File: src/rtl/dmg_timer.sv
// DMG-style DIV/TIMA/TMA/TAC timer: free-running 16-bit system counter,
// falling-edge tick detection, delayed TIMA reload and a one-cycle timer IRQ.
`timescale 1ns/1ps

module dmg_timer (
   input  logic        CLK,
   input  logic        nRESET,
   input  logic        MREQ,
   input  logic        RD,
   input  logic        WR,
   input  logic [15:0] A,
   input  logic [7:0]  D_IN,
   output logic [7:0]  D_OUT,
   output logic        D_OE,
   output logic        IRQ_TIMER
);

   typedef enum logic [1:0] {ST_IDLE, ST_OVF, ST_RELOAD} state_t;

   localparam logic [13:0] REG_PAGE = 14'h3FC1;   // 0xFF04..0xFF07 >> 2

   logic [15:0] sys_q, sys_d;
   logic [7:0]  tima_q, tma_q, tma_d;
   logic [2:0]  tac_q, tac_d;
   state_t      state_q;
   logic [1:0]  ovf_cnt_q;
   logic        irq_q;

   logic        wr_prev_q, wr_hit_q;
   logic [1:0]  wr_addr_q;
   logic [7:0]  wr_data_q;

   logic        wr_commit, wr_div, wr_tima, wr_tma, wr_tac;
   logic [3:0]  taps_now, taps_nxt;
   logic        tick_now, tick_nxt, tick_fall;
   logic        rd_sel;

   // A write lands on the edge where WR is first seen low again.
   assign wr_commit = wr_prev_q & ~WR & wr_hit_q;
   assign wr_div    = wr_commit & (wr_addr_q == 2'd0);
   assign wr_tima   = wr_commit & (wr_addr_q == 2'd1);
   assign wr_tma    = wr_commit & (wr_addr_q == 2'd2);
   assign wr_tac    = wr_commit & (wr_addr_q == 2'd3);

   always_comb begin
      sys_d = wr_div ? 16'h0000 : sys_q + 16'd1;
      tac_d = wr_tac ? wr_data_q[2:0] : tac_q;
      tma_d = wr_tma ? wr_data_q : tma_q;
   end

   // Tick is compared before and after this edge, so DIV/TAC writes that
   // pull the selected bit low are seen as falling edges too.
   assign taps_now  = {sys_q[7], sys_q[5], sys_q[3], sys_q[9]};
   assign taps_nxt  = {sys_d[7], sys_d[5], sys_d[3], sys_d[9]};
   assign tick_now  = tac_q[2] & taps_now[tac_q[1:0]];
   assign tick_nxt  = tac_d[2] & taps_nxt[tac_d[1:0]];
   assign tick_fall = tick_now & ~tick_nxt;

   always_ff @(posedge CLK or negedge nRESET) begin
      if (!nRESET) begin
         sys_q     <= 16'h0000;
         tima_q    <= 8'h00;
         tma_q     <= 8'h00;
         tac_q     <= 3'b000;
         state_q   <= ST_IDLE;
         ovf_cnt_q <= 2'd0;
         irq_q     <= 1'b0;
         wr_prev_q <= 1'b0;
         wr_hit_q  <= 1'b0;
         wr_addr_q <= 2'd0;
         wr_data_q <= 8'h00;
      end else begin
         sys_q     <= sys_d;
         tac_q     <= tac_d;
         tma_q     <= tma_d;
         wr_prev_q <= WR;
         if (WR) begin
            wr_hit_q  <= MREQ & (A[15:2] == REG_PAGE);
            wr_addr_q <= A[1:0];
            wr_data_q <= D_IN;
         end
         irq_q <= 1'b0;
         case (state_q)
            ST_IDLE: begin
               if (wr_tima) begin
                  tima_q <= wr_data_q;
               end else if (tick_fall) begin
                  if (tima_q == 8'hFF) begin
                     tima_q    <= 8'h00;
                     state_q   <= ST_OVF;
                     ovf_cnt_q <= 2'd0;
                  end else begin
                     tima_q <= tima_q + 8'd1;
                  end
               end
            end
            ST_OVF: begin
               if (wr_tima) begin
                  tima_q  <= wr_data_q;
                  state_q <= ST_IDLE;
               end else if (ovf_cnt_q == 2'd3) begin
                  tima_q  <= tma_d;
                  state_q <= ST_RELOAD;
                  irq_q   <= 1'b1;
               end else begin
                  ovf_cnt_q <= ovf_cnt_q + 2'd1;
                  if (tick_fall) tima_q <= tima_q + 8'd1;
               end
            end
            ST_RELOAD: begin
               // A TMA write landing here is forwarded; TIMA writes are dropped.
               tima_q  <= tma_d;
               state_q <= ST_IDLE;
            end
            default: state_q <= ST_IDLE;
         endcase
      end
   end

   assign IRQ_TIMER = irq_q;
   assign rd_sel    = nRESET & MREQ & RD & (A[15:2] == REG_PAGE);
   assign D_OE      = rd_sel;

   always_comb begin
      D_OUT = 8'h00;
      if (rd_sel) begin
         case (A[1:0])
            2'd0:    D_OUT = sys_q[15:8];
            2'd1:    D_OUT = tima_q;
            2'd2:    D_OUT = tma_q;
            default: D_OUT = {5'b11111, tac_q};
         endcase
      end
   end

endmodule

File: config.mk
export PLATFORM = sky130hd
export DESIGN_NAME = dmg_timer
export DESIGN_NICKNAME = d
export VERILOG_FILES = /design/src/rtl/dmg_timer.sv
export SDC_FILE = /design/constraint.sdc
export NUM_CORES = 1
export LEC_CHECK = 0
export ABC_AREA = 0
export CAP_MARGIN = 20
export CORE_MARGIN = 5
export CORE_UTILIZATION = 57
export CTS_BUF_LIST = sky130_fd_sc_hd__clkbuf_4 sky130_fd_sc_hd__clkbuf_8
export CTS_CLUSTER_DIAMETER = 30
export DETAILED_ROUTE_END_ITERATION = 8
export PLACE_DENSITY = 0.92
export SLEW_MARGIN = 20
export SYNTH_ARGS = -nofsm -noshare
export SYNTH_HDL_FRONTEND = slang
export SYNTH_SLANG_ARGS = --single-unit
File: constraint.sdc
create_clock -name CLK -period 3.47 [get_ports CLK]
set_input_delay 0.5205 -clock CLK [delete_from_list [all_inputs] [get_ports CLK]]
set_output_delay 0.5205 -clock CLK [all_outputs]
set_load 0.03 [all_outputs]
# Word-level counts from Yosys, hierarchy flattened
# Index checks and enable logic that the tools add are counted.
# word_totals
out_inout_bits,10
inputBits,29
ff_bits,52
word_cells,88
# classes
bitwise_logic,15
reduce_logical,8
eq_ne,18
n_addsub,3
n_mux,31
magnitude_cmp,2
# op_table
op,count
two-way mux 8 bit,8
one-hot mux 8 bit (3 select lines),2
two-way mux 2 bit,10
adder 16 x 1 -> 16 bit (second input constant),1
two-way mux 16 bit,1
equality test 14 bit (second input constant),1
AND 1 bit,13
equality test 2 bit (second input constant),5
inequality test 2 bit (second input constant),5
adder 8 x 1 -> 8 bit (second input constant),1
equality test 8 bit (second input constant),1
one-hot mux 2 bit (2 select lines),2
equality test 2 x 1 -> 1 bit (second input constant),3
zero test 2 bit,3
less-than comparator 2 x 3 -> 1 bit (second input constant),2
inequality test 3 bit (second input constant),2
AND reduction 6 bit,1
two-way mux 1 bit,5
binary-select mux 1 bit (select 2 bit),2
inequality test 4 bit (second input constant),1
AND reduction 4 bit,1
two-way mux 3 bit,1
AND reduction 3 bit,1
nonzero test 3 bit,1
3 further kinds,4

# Longest topological paths before layout
# Gate-level depths: netlist of run 1.
# logic_depth
word_depth,14
depth_mapped,9
mapped_depth_nobuf,8

# Worst setup path after synthesis of run 1
# Ideal clock, no wire load.
# synth_timing
kind,input to register
startpoint,input WR
endpoint,register tima_q[7]
n_path_buf,0
cell_stages,7
setup_time_ns,0.125
setup_slack_ns,1.008
arrival_ns,2.337
required_time_ns,3.345
path_cell_list,or3b_2 nor2_2 mux2_2 a41oi_1 o21a_1 o21ai_0 mux2_2
# synth_between
elab_cells_between_ends,22
# synth_lines
element,line_no,rtl
"start, declared",10,"input logic WR,"
NOT 1 bit *,39,assign wr_commit = wr_prev_q & ~WR & wr_hit_q;
AND 1 bit * (2 in series),39,
AND 1 bit *,42,assign wr_tma = wr_commit & (wr_addr_q == 2'd2);
two-way mux 8 bit *,48,tma_d = wr_tma ? wr_data_q : tma_q;
via tma_d[7],23,"logic [7:0] tima_q, tma_q, tma_d;"
two-way mux 8 bit,101,end else if (ovf_cnt_q == 2'd3) begin
two-way mux 8 bit,98,if (wr_tima) begin
one-hot mux 8 bit (3 select lines) *,83,case (state_q)
"end signal, assigned",86,tima_q <= wr_data_q;
"end signal, assigned",99,tima_q <= wr_data_q;
"end signal, assigned",102,tima_q <= tma_d;
"end, declared",23,
# The timed path passes the listed nets; every way through them passes the cells marked *. The select of a mux whose other input is x is not followed.
# A chain may end at the register's enable or synchronous reset.

# Worst setup path after layout of run 1
# layout_timing
startpoint,input A[2]
endpoint,output D_OUT[1]
# layout_between
elab_chain_len,3
# layout_lines
element,line_no,rtl
"start, declared",11,"input logic [15:0] A,"
equality test 14 bit,121,assign rd_sel = nRESET & MREQ & RD & (A[15:2] == REG_PAGE);
AND 1 bit,121,
two-way mux 8 bit,126,if (rd_sel) begin
"end, declared",13,"output logic [7:0] D_OUT,"
# No other way between the ends.

==> metrics.md, run 1 <==
| Metric | Value |
|---|---|
| Post-synthesis cell area | `3020 um2` |
| Unrepaired setup endpoints after global routing | `no` |
| Number of nets in the layout | `about 390` |
| FFs w/ async S/R, synth | `100%` |
| Min-Delay Path Class | `in -> async` |
| Final critical-path required period | `about 3.2 ns` |
| Clock Skew | `0.0164 ns` |
| Endpoint type of the worst setup path | `output pin` |
| Number of clock sinks | `52` |
| Post-detailed-routing wire length | `7.32 mm` |
| Relative area change from synthesis to final layout | `19.3%` |
| Setup violations, final | `0` |
| Share of Yosys cell area claimed by the top area cell type | `43.0%` |
| Ys flop type | `dfrtp_1` |
| Syn nets | `340` |
| Area of the core | `5140 um2` |
| TritonCTS clock tree | `done` |
| ANT cells | `0` |
| Placer congestion estimate | `0.913` |
| Headroom to the max-slew limit | `57.0%` |
| EDFF count, synth | `0` |
| Die area | `slightly below 7000 um2` |
| Vias in the first global route | `around 2,500` |
| Average footprint of a synthesized cell | `approximately 10 um2` |
| Post-Syn Instances | `304` |
| Total number of vias | `roughly 2,600` |
| Clk pin slew, worst setup/hold paths | `0.10 ns` |
| Cell types with the largest area share after synthesis | `dfrtp_1, mux2_2, nor2_1` |
| Number of port buffers | `38` |
| P_int | `about 0.82 mW` |
| Flop pwr share | `59.0%` |
| Part of the total power dissipated in the clock network | `32.7%` |
| Count of cell types in the netlist | `47` |
| CTS Hold Bufs | `0` |
| Data arrival time of the worst path | `2.71 ns` |
| Synthesis warning total | `0` |
| Worst setup timing slack at the placement stage | `0.230 ns` |
| Remaining global-route overflow | `0` |
| H-tree depth reported by CTS | `2` |
| Largest net degree at the start of global routing | `53` |
| Clock latency at the later pin of the worst-skew pair | `0.32 ns` |
| Post-synthesis sequential area ratio | `43.0%` |
| Ratio of final minimum period to clock period | `93.0%` |
| Number of register bits inferred by synthesis | `52` |
| Fraction of final layout cells with drive strength greater than 1 | `15.4%` |
| Detailed Routing Iterations Pass 1 | `5` |
| Switching Fraction | `24.5%` |
| Maximum frequency from static timing analysis | `approximately 0.31 GHz` |
| P per Cell Area | `301 nW/um2` |
| Worst slew pin tran | `0.646 ns` |
| Hold violation count in the final report | `0` |
| Post-route setup slack | `0.242 ns` |
| Die Height | `82.8 um` |
| Die width | `just over 80 um` |
| Max clock buf depth | `2` |
| Worst-path maximum fanout | `9` |
| Cell type contributing the most total cell area after synthesis | `dfrtp_1` |
| CP startpoint kind | `input pin` |
| Initial core utilization | `58.8%` |
| Final std cells w/o fill | `420` |
| Portion of total power attributed to combinational logic | `8.3%` |
| Fin Setup TNS | `0 ns` |
| Number of CTS-inserted buffers | `5` |
| # DRC | `0` |
| Status | `finished clean` |
| Initial detailed-routing violation count | `207` |
| Global-route usage over all layers | `21.6%` |
| Antenna viol nets, final | `0` |
| Cell total after placement | `~410` |
| Type of the setup path with the least slack | `in -> out` |
| Avg WL per Cell | `17.4 um` |
| Post-cts repair resize count | `0` |
| Worst hold slack | `0.348 ns` |
| Antenna violations before repair | `0` |
| Net Sw Power | `0.266 mW` |
| Num rows | `26` |
| Worst EP required | `2.95 ns` |
| Most numerous cell in the Yosys netlist | `dfrtp_1` |
| First-pass GRT wire length | `12.1 mm` |
| Placed wire-length estimate after detailed placement | `5.59 mm` |
| Boundary Pins | `39` |
| Post-CTS setup-driven buffer insertion count | `0` |
| Count of final max-slew check failures | `0` |
| Filler Cell Count | `~380` |
| Mean number of vias per cell | `between 6 and 7` |
| Post-synth top cells | `dfrtp_1, nor2_1, mux2_2, nand2_1, nand3_1` |
| Number of max-cap violations | `0` |
| Leakage | `about 1.5 nW` |
| Worst voltage drop across the vdd grid | `~210 uV` |
| CTS root buf | `clkbuf_8` |
## power by group through the flow
stage               sequential [mW]  combinational [mW]  clock (mW)
global route                  0.642              0.0991       0.386
global placement              0.650              0.0880           0
finish                        0.640              0.0900       0.354
detailed placement            0.651              0.0908           0
floorplan                     0.644              0.0384           0
CTS                           0.639              0.0912       0.359
## registers in the layout, summed over array words and instances, names as in the netlist, 2 cells and up
name and flops:
ovf_cnt_q 2, state_q 2, sys_q 16, tac_q 3, tima_q 8, tma_q 8
wr_addr_q 2, wr_data_q 8
## worst max-delay path, cell delays in order
cell and delay, ns:
clkdlybuf4s50_1 0.45, nor4bb_1 0.27, nand2_1 0.08, nor3_1 0.24, nand3_1 0.12, buf_4 0.18
nor2b_1 0.14, clkdlybuf4s50_1 0.71
## cell usage in the layout (no fill, tap or decap), types with 2 or more instances in the layout
master / n
nand2b_1: 3
dfrtp_1: 52
clkbuf_8: 5
mux2_2: 26
and2_1: 6
xnor2_1: 4
ha_1: 7
inv_1: 13
nor2_1: 40
xor2_1: 10
nand2_1: 20
o2bb2ai_1: 2
nor3_1: 4
o31ai_1: 2
mux4_2: 4
a221o_1: 2
a41oi_1: 2
and3_1: 6
o21a_1: 2
a222oi_1: 2
or3_1: 3
nor2b_1: 8
o22ai_1: 8
o221ai_1: 2
a21oi_1: 9
o21ai_0: 14
nand3_1: 15
clkdlybuf4s50_1: 37
buf_4: 8
nand4_1: 4
mux2i_1: 9
## metal layers
| metal | global-route usage, % | vias to the layer above | routed length, um |
|---|---|---|---|
| met5 | 0 | - | 0 |
| met4 | 8.77 | 0 | 218 |
| met1 | 27.3 | 1235 | 2950 |
| met3 | 4.16 | 25 | 482 |
| met2 | 36.4 | 105 | 3670 |
| li1 | - | 1190 | - |
## kinds of logic (layout without fill, tap and decap cells)
group                    Yosys count  in the layout  synth area share, %
AO/OA/AOI/OAI                     54             54                 12.6
XOR/XNOR                          14             14                 4.06
adder cells (fa/ha/maj)            7              7                 2.90
buffers and inverters             21             67                 2.61
flip-flops                        52             52                 43.0
multiplexers                      39             39                 15.6
AND/OR/NAND/NOR                  117            117                 19.1
## final timing paths
kind	from	end	slack, ns	depth (start not counted)
worst max-delay path	A[2]	D_OUT[1]	0.24	8
worst min-delay path	nRESET	sys_q[4]	0.35	2
worst max register to register	sys_q[2]	tima_q[1]	0.75	7
worst min register to register	sys_q[0]	sys_q[0]	0.53	1
max in group asynchronous	nRESET	tac_q[1]	2.69	2
min in group CLK	sys_q[0]	sys_q[0]	0.53	1
## through the flow
stage | area, um2 | util (%) | power, mW
2_1_floorplan | 3020 | - | 0.682
3_3_place_gp | 3520 | 68.4 | 0.738
3_5_place_dp | 3520 | 68.4 | 0.742
4_1_cts | 3610 | 70.2 | 1.09
5_1_grt | 3610 | 70.2 | 1.13
6_report | 3610 | 70.2 | 1.08
## cell type report
type	instances	area, um2	share of cell area, %
clock buffer	5	68.8	1.91
clock inverter	3	21.3	0.590
inverter	13	48.8	1.35
multi-input combinational	231	1640	45.6
sequential	52	1300	36.1
tap	70	87.6	2.43
timing repair buffer	46	435	12.1
No activity file was read; power rests on OpenSTA's default activity.
==> run 2, diff against run 1 <==
==> constraint.sdc (replaced) <==
create_clock -name CLK -period 3.71 [get_ports CLK]
set_input_delay 0.5565 -clock CLK [delete_from_list [all_inputs] [get_ports CLK]]
set_output_delay 0.5565 -clock CLK [all_outputs]
set_load 0.03 [all_outputs]
==> metrics.md, run 2 (synthesis results as in run 1) <==
| Metric | Value |
|---|---|
| Leakage | `1.56 nW (+0.62%)` |
| Worst reg2reg setup slack | `1.00 ns (+0.25 ns)` |
| H-tree depth reported by CTS | `2 (unchanged)` |
| Flip-flop count of the largest register, all copies and words added | `16 (unchanged)` |
| Worst setup timing slack at the placement stage | `0.385 ns (+0.154 ns)` |
| Clock Skew | `0.00429 ns (-0.0121 ns)` |
| Number of nets in the layout | `385 (unchanged)` |
| Clk pin slew, worst setup/hold paths | `0.10 ns (about the same)` |
| Die area | `6860 um2 (unchanged)` |
| Post-route setup slack | `0.400 ns (+0.158 ns)` |
| Endpoint type of the worst setup path | `output pin` |
| Worst voltage drop across the vdd grid | `231 uV (+9.4%)` |
| Vias in the first global route | `2,550 (+1.5%)` |
| Largest net degree at the start of global routing | `53 (unchanged)` |
| Crit path from | `A[5]` |
| First-pass GRT wire length | `12.2 mm (+0.57%)` |
| Post-cts repair resize count | `0 (unchanged)` |
| Fraction of final layout cells with drive strength greater than 1 | `15.4% (unchanged)` |
| Worst EP required | `3.15 ns (+0.20 ns)` |
| Total number of vias | `2,527 (-1.1%)` |
| Post-CTS setup-driven buffer insertion count | `0 (unchanged)` |
| Initial core utilization | `58.8% (unchanged)` |
| Post-placement cell area | `3520 um2 (unchanged)` |
| Antenna violations before repair | `0 (unchanged)` |
| Filler Cell Count | `414 (+8.4%)` |
| Cells on worst reg2reg path | `7 (unchanged)` |
| Number of port buffers | `38 (unchanged)` |
| Hold violation count in the final report | `0 (unchanged)` |
| Max clock buf depth | `2 (unchanged)` |
| Initial detailed-routing violation count | `178 (-14%)` |
| Placer congestion estimate | `0.868 (-4.9%)` |
| Boundary Pins | `39 (unchanged)` |
| Min-Delay Path Class | `in -> async` |
| Avg WL per Cell | `17.4 um (about the same)` |
| TritonCTS clock tree | `done` |
| Count of final max-slew check failures | `0 (unchanged)` |
| Antenna viol nets, final | `0 (unchanged)` |
| Number of buffer and inverter instances along the worst setup path | `3 (unchanged)` |
| Cell mode on critical path | `clkdlybuf4s50_1` |
| FF-to-FF End | `tima_q[2]` |
| Number of clock sinks | `52 (unchanged)` |
| Most frequent cells in the layout | `dfrtp_1, nor2_1, clkdlybuf4s50_1` |
| Die Height | `82.8 um (unchanged)` |
| CP max stage cell | `clkdlybuf4s50_1` |
| Unrepaired setup endpoints after global routing | `no` |
| Detailed Routing Iterations Pass 1 | `5 (unchanged)` |
| Cells traversed along the worst timing path | `clkdlybuf4s50_1 -> nor4b_1 -> nand2_1 -> nor3_1 -> nand3_1 -> buf_4 -> nor2b_1 -> clkdlybuf4s50_1` |
| Mean number of vias per cell | `6.02 (-1.1%)` |
| ANT cells | `0 (unchanged)` |
| Worst slew pin tran | `0.638 ns (-0.00716 ns)` |
| Largest delay share family, worst path | `buffers and inverters` |
| Num rows | `26 (unchanged)` |
| CP startpoint kind | `input pin` |
| Number of max-cap violations | `0 (unchanged)` |
| Headroom to the max-slew limit | `57.4% (+0.48 points)` |
| Die width | `82.8 um (unchanged)` |
| Worst-path maximum fanout | `9 (unchanged)` |
| Area of the core | `5140 um2 (unchanged)` |
| Largest stage delay on the critical path | `0.69 ns (-0.02 ns)` |
| CTS Hold Bufs | `0 (unchanged)` |
| Status | `finished clean` |
| CTS root buf | `clkbuf_8` |
| Final critical-path required period | `3.31 ns` |
| Remaining global-route overflow | `0 (unchanged)` |
| Fin Setup TNS | `0 ns (unchanged)` |
| Data arrival time of the worst path | `2.75 ns (+0.04 ns)` |
| Number of CTS-inserted buffers | `5 (unchanged)` |
| Placed wire-length estimate after detailed placement | `5.52 mm (-1.2%)` |
| Type of the setup path with the least slack | `in -> out` |
| Global-route usage over all layers | `21.9% (+0.27 points)` |
| Source of the worst register-to-register timing path | `sys_q[2]` |
| Ratio of final minimum period to clock period | `between 80% and 90%` |
| Relative area change from synthesis to final layout | `20.0%` |
| P per Cell Area | `298 nW/um2 (-0.77%)` |
| Most common cell after layout, fill and taps aside | `dfrtp_1` |
| Clock latency at the later pin of the worst-skew pair | `0.32 ns (about the same)` |
| Setup violations, final | `0 (unchanged)` |
| Post-route standard cell area excluding fillers | `3630 um2 (+0.59%)` |
| Maximum frequency from static timing analysis | `0.302 GHz` |
| Register with the most flip-flops | `sys_q` |
| # DRC | `0 (unchanged)` |
| Post-detailed-routing wire length | `7.32 mm (about the same)` |
run 2: cell count changes in the layout (fill, tap and decap cells not counted):
cell	delta
bufinv_16	+1
inv_6	-1
run 2: per-layer routing:
metal  track usage [%]  wire length, um  vias up  part of all wire, %
met5                 0                0        -                    0
met4              9.66              180        0                  2.5
met3              5.05              441       18                  6.0
met2              35.6             3690       86                   50
met1              27.9             3010     1238                   41
li1                  -                -     1185                    -
run 2: cell type report:
type	instances	area, um2	area share (%)
clock buffer	5	68.8	1.90
clock inverter	3	42.5	1.17
inverter	13	48.8	1.35
multi-input combinational	231	1640	45.3
sequential	52	1300	35.9
tap	70	87.6	2.41
timing repair buffer	46	435	12.0
run 2: report_power, final:
group / leakage [nW] / total [mW] / internal, mW / switching, mW
Clock: 0.0541 / 0.399 / 0.200 / 0.199
Sequential: 0.650 / 0.598 / 0.581 / 0.0172
Combinational: 0.855 / 0.0844 / 0.0496 / 0.0348
run 2: how the worst max path moves through the flow:
| stage | endpoint | cells after the start |
|---|---|---|
| 3_3_place_gp | D_OUT[2] | 8 |
| 2_1_floorplan | tima_q[7] | 7 |
| 5_1_grt | D_OUT[2] | 8 |
| 4_1_cts | D_OUT[2] | 8 |
| 3_5_place_dp | D_OUT[2] | 8 |
| 6_report | D_OUT[2] | 8 |
run 2: stage by stage:
stage | hold WS [ns] | cells | power [mW] | util (%)
after detailed placement | 0.513 | 412 | 0.695 | 68.4
after global routing | 0.424 | 420 | 1.13 | 70.6
after global placement | 0.495 | 412 | 0.690 | 68.4
after floorplan | 0.261 | 304 | 0.638 | -
final | 0.374 | 420 | 1.08 | 70.6
after CTS | 0.398 | 420 | 1.08 | 70.6
